[src/rtl/lamp_fpu_sqrt_iter.sv]
// Radix-2 restoring square root / inverse square root for lampFPU, one result bit per cycle.
// Optional macro LAMP_FPU_SQRT_EXACT_FLAG_EN adds the isExact_o output.
module lamp_fpu_sqrt_iter #(
  parameter int E_DW = 8,
  parameter int F_DW = 7
) (
  input  logic              clk,
  input  logic              rst,
  input  logic              valid_i,
  output logic              ready_o,
  input  logic              invSqrt_i,
  input  logic              signum_i,
  input  logic [E_DW-1:0]   extExp_i,
  input  logic [F_DW:0]     extMant_i,
  input  logic              isZero_i,
  input  logic              isInf_i,
  input  logic              isSNAN_i,
  input  logic              isQNAN_i,
  output logic              valid_o,
  input  logic              ready_i,
  output logic              s_res_o,
  output logic [E_DW-1:0]   e_res_o,
  output logic [F_DW+4:0]   f_res_o,
  output logic              isToRound_o,
  output logic              busy_o
`ifdef LAMP_FPU_SQRT_EXACT_FLAG_EN
  ,output logic             isExact_o
`endif
);

  localparam int NR = F_DW + 3;
  localparam int RW = NR + 3;
  localparam int XW = 2 * NR;
  localparam int CW = $clog2(NR);
  localparam logic [E_DW-1:0] BIAS = E_DW'((1 << (E_DW - 1)) - 1);
  localparam logic [CW-1:0]   LAST = CW'(NR - 1);
  localparam logic [NR-1:0]   ONE_ROOT = NR'(1) << (NR - 1);

  typedef enum logic [2:0] {IDLE, LOAD, SQRT, DIV, PACK, SPECIAL, DONE} state_t;

  state_t            state_q, state_d;
  logic              inv_q, inv_d, sgn_q, sgn_d;
  logic              nan_q, nan_d, zero_q, zero_d;
  logic [E_DW-1:0]   ehalf_q, ehalf_d;
  logic [XW-1:0]     rad_q, rad_d;
  logic [RW-1:0]     rem_q, rem_d;
  logic [NR-1:0]     root_q, root_d, quo_q, quo_d;
  logic [CW-1:0]     cnt_q, cnt_d;
  logic              root_exact_q, root_exact_d;
  logic              valid_q, valid_d, s_res_q, s_res_d, round_q, round_d;
  logic [E_DW-1:0]   e_res_q, e_res_d;
  logic [F_DW+4:0]   f_res_q, f_res_d;
`ifdef LAMP_FPU_SQRT_EXACT_FLAG_EN
  logic              exact_q, exact_d;
`endif

  logic              in_zero, in_nan, in_special;
  logic [E_DW:0]     u_ext;
  logic [XW-1:0]     radicand;
  logic [RW-1:0]     sq_rem_sh, sq_trial, sq_rem_nxt, dv_t, dv_rem_nxt;
  logic [NR-1:0]     sq_root_nxt;
  logic              sq_ge, dv_ge;

  // Subnormals flush to zero; a negative nonzero operand is folded into the NaN class.
  assign in_zero    = isZero_i | (~extMant_i[F_DW] & (extExp_i == '0));
  assign in_nan     = isSNAN_i | isQNAN_i | (signum_i & ~in_zero);
  assign in_special = in_nan | in_zero | isInf_i;
  assign u_ext      = {1'b0, extExp_i} - {1'b0, BIAS};
  assign radicand   = u_ext[0] ? {extMant_i, {(XW-F_DW-1){1'b0}}}
                               : {1'b0, extMant_i, {(XW-F_DW-2){1'b0}}};

  assign sq_rem_sh   = (rem_q << 2) | RW'(rad_q[XW-1 -: 2]);
  assign sq_trial    = {1'b0, root_q, 2'b01};
  assign sq_ge       = (sq_rem_sh >= sq_trial);
  assign sq_rem_nxt  = sq_ge ? (sq_rem_sh - sq_trial) : sq_rem_sh;
  assign sq_root_nxt = {root_q[NR-2:0], sq_ge};
  assign dv_t        = rem_q << 1;
  assign dv_ge       = (dv_t >= RW'(root_q));
  assign dv_rem_nxt  = dv_ge ? (dv_t - RW'(root_q)) : dv_t;

  always_comb begin
    state_d = state_q;  inv_d = inv_q;  sgn_d = sgn_q;  nan_d = nan_q;  zero_d = zero_q;
    ehalf_d = ehalf_q;  rad_d = rad_q;  rem_d = rem_q;  root_d = root_q;  quo_d = quo_q;
    cnt_d = cnt_q;  root_exact_d = root_exact_q;  valid_d = valid_q;  s_res_d = s_res_q;
    e_res_d = e_res_q;  f_res_d = f_res_q;  round_d = round_q;
`ifdef LAMP_FPU_SQRT_EXACT_FLAG_EN
    exact_d = exact_q;
`endif
    case (state_q)
      IDLE: if (valid_i) begin
        inv_d = invSqrt_i;  sgn_d = signum_i;  nan_d = in_nan;  zero_d = in_zero;
        ehalf_d = u_ext[E_DW:1];  rad_d = radicand;
        rem_d = '0;  root_d = '0;  quo_d = '0;  cnt_d = '0;  root_exact_d = 1'b0;
        state_d = in_special ? SPECIAL : LOAD;
      end
      // LOAD retires the first root bit, so the sqrt phase spans LOAD plus NR-1 SQRT cycles.
      LOAD, SQRT: begin
        rem_d = sq_rem_nxt;  root_d = sq_root_nxt;  rad_d = rad_q << 2;  cnt_d = cnt_q + 1'b1;
        if (state_q == LOAD) begin
          state_d = SQRT;
        end else if (cnt_q == LAST) begin
          if (inv_q) begin
            root_exact_d = (sq_rem_nxt == '0) && (sq_root_nxt == ONE_ROOT);
            rem_d = RW'(ONE_ROOT);
            cnt_d = '0;
            state_d = DIV;
          end else begin
            state_d = PACK;
          end
        end
      end
      DIV: begin
        rem_d = dv_rem_nxt;  quo_d = {quo_q[NR-2:0], dv_ge};  cnt_d = cnt_q + 1'b1;
        if (cnt_q == LAST) state_d = PACK;
      end
      PACK: begin
        s_res_d = 1'b0;  round_d = 1'b1;  valid_d = 1'b1;  state_d = DONE;
        if (!inv_q) begin
          e_res_d = BIAS + ehalf_q;
          f_res_d = {1'b0, root_q, |rem_q};
        end else if (root_exact_q) begin
          e_res_d = BIAS - ehalf_q;
          f_res_d = {2'b01, {NR{1'b0}}};
        end else begin
          e_res_d = BIAS - ehalf_q - 1'b1;
          f_res_d = {1'b0, quo_q, |rem_q};
        end
`ifdef LAMP_FPU_SQRT_EXACT_FLAG_EN
        exact_d = inv_q ? root_exact_q : (rem_q == '0);
`endif
      end
      SPECIAL: begin
        round_d = 1'b0;  valid_d = 1'b1;  f_res_d = '0;  state_d = DONE;
        if (nan_q) begin
          s_res_d = 1'b0;  e_res_d = '1;  f_res_d = (F_DW+5)'(1) << (F_DW + 2);
        end else if (zero_q) begin
          s_res_d = sgn_q;  e_res_d = inv_q ? '1 : '0;
        end else begin
          s_res_d = 1'b0;  e_res_d = inv_q ? '0 : '1;
        end
`ifdef LAMP_FPU_SQRT_EXACT_FLAG_EN
        exact_d = ~nan_q;
`endif
      end
      DONE: if (ready_i) begin
        valid_d = 1'b0;  state_d = IDLE;
      end
      default: state_d = IDLE;
    endcase
  end

  always_ff @(posedge clk) begin
    if (rst) begin
      state_q <= IDLE;  inv_q <= 1'b0;  sgn_q <= 1'b0;  nan_q <= 1'b0;  zero_q <= 1'b0;
      ehalf_q <= '0;  rad_q <= '0;  rem_q <= '0;  root_q <= '0;  quo_q <= '0;  cnt_q <= '0;
      root_exact_q <= 1'b0;  valid_q <= 1'b0;  s_res_q <= 1'b0;  e_res_q <= '0;
      f_res_q <= '0;  round_q <= 1'b0;
`ifdef LAMP_FPU_SQRT_EXACT_FLAG_EN
      exact_q <= 1'b0;
`endif
    end else begin
      state_q <= state_d;  inv_q <= inv_d;  sgn_q <= sgn_d;  nan_q <= nan_d;  zero_q <= zero_d;
      ehalf_q <= ehalf_d;  rad_q <= rad_d;  rem_q <= rem_d;  root_q <= root_d;  quo_q <= quo_d;
      cnt_q <= cnt_d;  root_exact_q <= root_exact_d;  valid_q <= valid_d;  s_res_q <= s_res_d;
      e_res_q <= e_res_d;  f_res_q <= f_res_d;  round_q <= round_d;
`ifdef LAMP_FPU_SQRT_EXACT_FLAG_EN
      exact_q <= exact_d;
`endif
    end
  end

  assign ready_o     = (state_q == IDLE);
  assign busy_o      = (state_q != IDLE);
  assign valid_o     = valid_q;
  assign s_res_o     = s_res_q;
  assign e_res_o     = e_res_q;
  assign f_res_o     = f_res_q;
  assign isToRound_o = round_q;
`ifdef LAMP_FPU_SQRT_EXACT_FLAG_EN
  assign isExact_o   = exact_q;
`endif

endmodule
[config.mk]
export PLATFORM = sky130hd
export DESIGN_NAME = lamp_fpu_sqrt_iter
export DESIGN_NICKNAME = d
export VERILOG_FILES = /design/src/rtl/lamp_fpu_sqrt_iter.sv
export SDC_FILE = /design/constraint.sdc
export NUM_CORES = 1
export LEC_CHECK = 0
export ABC_AREA = 1
export CORE_MARGIN = 2
export CORE_UTILIZATION = 42
export CTS_CLUSTER_SIZE = 25
export DETAILED_ROUTE_END_ITERATION = 6
export GPL_TIMING_DRIVEN = 0
export PLACE_DENSITY = 0.66
export SYNTH_ARGS = -nofsm -noshare
export SYNTH_HDL_FRONTEND = slang
export SYNTH_SLANG_ARGS = --single-unit
[constraint.sdc]
create_clock -name clk -period 5.6 [get_ports clk]
set_input_delay 1.12 -clock clk [delete_from_list [all_inputs] [get_ports clk]]
set_output_delay 1.12 -clock clk [all_outputs]
set_load 0.03 [all_outputs]
# Yosys cells after proc, flatten, opt, wreduce, memory -nomap -nowiden
# Index checks and enable logic that the tools add are counted.
# op_classes
add_sub_neg	7
order_cmp	2
n_eq_ne	15
n_mux	48
n_bitwise	10
reduce_logical	20
# ops
operator	count
two-way mux 13 bit	6
two-way mux 8 bit	6
two-way mux 20 bit	2
case mux 10 bit (2 select lines)	2
case mux 20 bit (2 select lines)	1
case mux 13 bit (3 select lines)	1
case mux 12 bit (2 select lines)	1
two-way mux 11 bit	2
two-way mux 3 bit	7
two-way mux 10 bit	2
two-way mux 4 bit	4
case mux 8 bit (2 select lines)	1
case mux 3 bit (5 select lines)	1
>= comparator 13 x 10 -> 1 bit	1
>= comparator 13 x 12 -> 1 bit	1
zero test 13 bit	1
OR 13 x 2 -> 13 bit	1
OR reduction 13 bit	1
subtractor 13 x 10 -> 13 bit	1
subtractor 13 x 12 -> 13 bit	1
!= test 2 bit (second input constant)	6
case mux 4 bit (3 select lines)	1
equality test 10 bit (second input constant)	1
AND reduction 2 bit	5
23 further kinds	46
# totals
register_bits	96
in_bits	26

# Depth between registers and ports, before layout
# depth
word_depth	11
ltp_mapped	17

# Worst setup path after synthesis
# No wires, ideal clock.
# synth_timing
kind	input -> register
start	in extExp_i[0]
end	reg state_q[2]
setup_time_ns	0.128
t_arrival_ns	2.496
required_ns	5.472
setup_slack_ns	2.977
stages	11
n_path_buf	1
path_cell_list	clkbuf_1 -> clkinv_1 -> ha_1 -> nand2_1 -> nor3_1 -> a21oi_1 -> nand4_1 -> nand2_1 -> nand2_1 -> a21oi_1 -> nor2_1
# synth_via
elab_chain_cells	11
# synth_rtl
element	line_no	text
start, declared	13	input logic [E_DW-1:0] extExp_i,
zero test 8 bit *	65	assign in_zero = isZero_i | (~extMant_i[F_DW] & (extExp_i == '0));
bitwise AND 1 bit *	65	
OR 1 bit *	65	
NOT 1 bit	66	assign in_nan = isSNAN_i | isQNAN_i | (signum_i & ~in_zero);
bitwise AND 1 bit	66	
OR 1 bit	66	
OR 1 bit * (2 in a row)	67	assign in_special = in_nan | in_zero | isInf_i;
two-way mux 3 bit *	94	state_d = in_special ? SPECIAL : LOAD;
two-way mux 3 bit *	90	IDLE: if (valid_i) begin
case mux 3 bit (5 select lines) *	89	case (state_q)
end signal, assigned	162	state_q <= state_d; inv_q <= inv_d; sgn_q <= sgn_d; nan_q <= nan_d; zero_q <= zero_d;
end, declared	41	state_t state_q, state_d;
# Mark *: on every way between the ends. The rest lies on a longest branch, timed or not. The select of a mux whose other input is x is not followed.
# A chain may end at the register's enable or synchronous reset.

# Worst setup path in the final report
# Ends and elaborated chain as after synthesis.

==> run summary <==
status: finished clean
Layout area overhead: 17.4%
via count: 5,880
Rows: 42
Port-buffer cells: 49
vias per cell: 5.17
fin crit share: 56.6%
DRT Wirelength: 16,000 µm
total track usage: 22.0%
Post-Syn Area: 5770 µm²
Core Region: 13,300 µm²
Iter 0 DRT Violations: 368
synth top area cells: dfxtp_1, nand2_1, a21oi_1, inv_1, ha_1
IO Count: 51
syn_area_per_cell: 6.42 µm²
Yosys top cell by area: dfxtp_1
max_cap viols: 0
worst-case clock skew: 0.00468 ns
hold crit path type: flop to flop
worst skew pair latency: 0.34 ns
# diodes: 0
TritonCTS clock tree: done
synth cell count leaders: nand2_1, inv_1, dfxtp_1, a21oi_1, nand3_1
Adder-Cell Fraction of Synth Area: 6.42%
Synth Register Bits: 84
full die area: 14,700 µm²
die width: 121 µm
TNS Setup: 0 ns
EDFF count, synth: 0
simple-gate share of the synthesized area: 35.7%
drt pass-1 iters: 5
final slew viol count: 0
Final HPWL DP: 12,400 µm
Netlist cell types: 50
Final Hold Viols: 0
Final min period: 3.17 ns
die height: 121 µm
main combinational cell family by area after synthesis: simple AND/OR/NAND/NOR gates
first-pass GRT wire length: 25,800 µm
Max Fclk: 315 MHz
Synth Net Count: 954
Post-Syn Instances: 899
initial antenna violation count: 0
Post-synth ARST share: 0%
mux share of post-synthesis cell area: 0%
H-Tree Depth: 3
Clock transition at path regs: 0.06 ns
Initial Utilization: 43.2%
GR Overflow Total: 0
post-CTS setup buffer count: 0
Clock Tree Buf Depth: 2
CTS hold repair buffers: 0
Setup crit end kind: flop
clk sinks: 84
# DRC: 0
worst setup path category: input port to flop
Least-Margin Pin Slew: 0.629 ns
RSZ-0062 raised after global routing: false
share of cells above drive strength 1: 6.87%
Num CTS Buffers: 9
drt wl/cell: 14.1 µm
most frequent cell after synthesis: nand2_1
CP startpoint kind: input port
Arr. time, crit path: 3.38 ns
Slew headroom: 58.1%
Resize count post-CTS: 0
Detail Route Antenna Nets: 0
Synth Area in Compound Gates: 15.6%
register area share after synthesis: 29.1%
Req. time, crit path: 5.81 ns
CTS Root Buffer Type: clkbuf_16
Post-Synth XOR/XNOR Area: 3.19%
RD Place Congestion: 0.897
post-synth top area share: 29.1%
vias in the first global route: 5,313
Final setup viols: 0
Top FF cell, synth: dfxtp_1
largest net degree at the start of global routing: 13
Ys Warns: 0
crit-path max FO: 10
# nets final: 1,014
## kinds of logic (layout without fill, tap and decap cells)
family / Yosys count / after routing
compound gates: 156 / 156
xor+xnor: 21 / 21
fa+ha+maj: 29 / 29
buf+inv: 144 / 206
flops: 84 / 84
other cells: 1 / 1
simple gates: 464 / 464
## flip-flops by register name (all words and copies together), names as in the netlist
signal        count
isToRound_o       1
e_res_o           8
sgn_q             1
state_q           3
rad_q             9
valid_o           1
f_res_o          11
nan_q             1
ehalf_q           8
s_res_o           1
root_q           10
root_exact_q      1
quo_q            10
zero_q            1
cnt_q             4
rem_q            13
inv_q             1
## final timing paths
kind	from	end	slack (ns)	depth (start not counted)
setup reg to reg	root_q[9]	rem_q[0]	3.07	11
setup / recovery	extExp_i[0]	state_q[2]	2.43	12
hold reg to reg	f_res_o[5]	f_res_o[5]	0.46	2
hold / removal	f_res_o[5]	f_res_o[5]	0.46	2
## metal layers
layer  track usage, %  part of all wire (%)  up-vias
li1                 -                     -     3060
met1             29.7                    48     2638
met2             35.4                    44      157
met3             4.18                   5.1       25
met4             6.75                   2.1        0
met5                0                     0        -
## cell usage in the layout (no fill, tap or decap), drive strengths merged
cell type and count:
clkdlybuf4s50 49, o31ai 2, clkbuf 28, nand4 20, a211oi 8, a21oi 81
and2 1, a311oi 2, inv 112, o21a 1, nand3b 2, xnor2 11
clkinv 5, nand2 276, ha 28, nor3 13, bufinv 2, xor2 10
a21o 1, conb 1, fa 1, buf 10, nor2 70, o211ai 10
or2 3, o221ai 3, and3 1, nor3b 1, nor4 5, dfxtp 84
o21bai 2, a31oi 2, o21ai 44, nand3 72
## critical path: stages
cell and delay [ns]:
clkdlybuf4s50_1 0.48, clkbuf_1 0.32, clkinv_1 0.33, ha_1 0.29, nand2_1 0.07, nor3_1 0.04, a21oi_1 0.26, nand4_1 0.12
nand2_1 0.11, nand2_1 0.06, a21oi_1 0.12, nor2_1 0.05
## through the flow
step / hold slack (ns) / worst slack [ns] / std cells / util, % / area (µm²)
detailed placement: 0.454 / 2.10 / 1124 / 48.6 / 6480
global placement: 0.453 / 2.05 / 1124 / 48.6 / 6480
CTS: 0.463 / 2.45 / 1137 / 50.8 / 6780
finish: 0.461 / 2.43 / 1137 / 50.8 / 6780
floorplan: 0.440 / 2.98 / 899 / - / 5770
global route: 0.487 / 2.21 / 1137 / 50.8 / 6780
## final cells by class
cell class | count | area [µm²]
multi-input combinational | 671 | 3520
clock inverter | 3 | 65.1
inverter | 116 | 435
fill | 1392 | 6570
sequential | 84 | 1680
buffer | 28 | 136
tap | 176 | 220
clock buffer | 10 | 229
timing repair buffer | 49 | 490
Power is left out: the tool's default activity adds up to more than one toggle a clock period on the data nets, which glitch-free logic cannot reach.
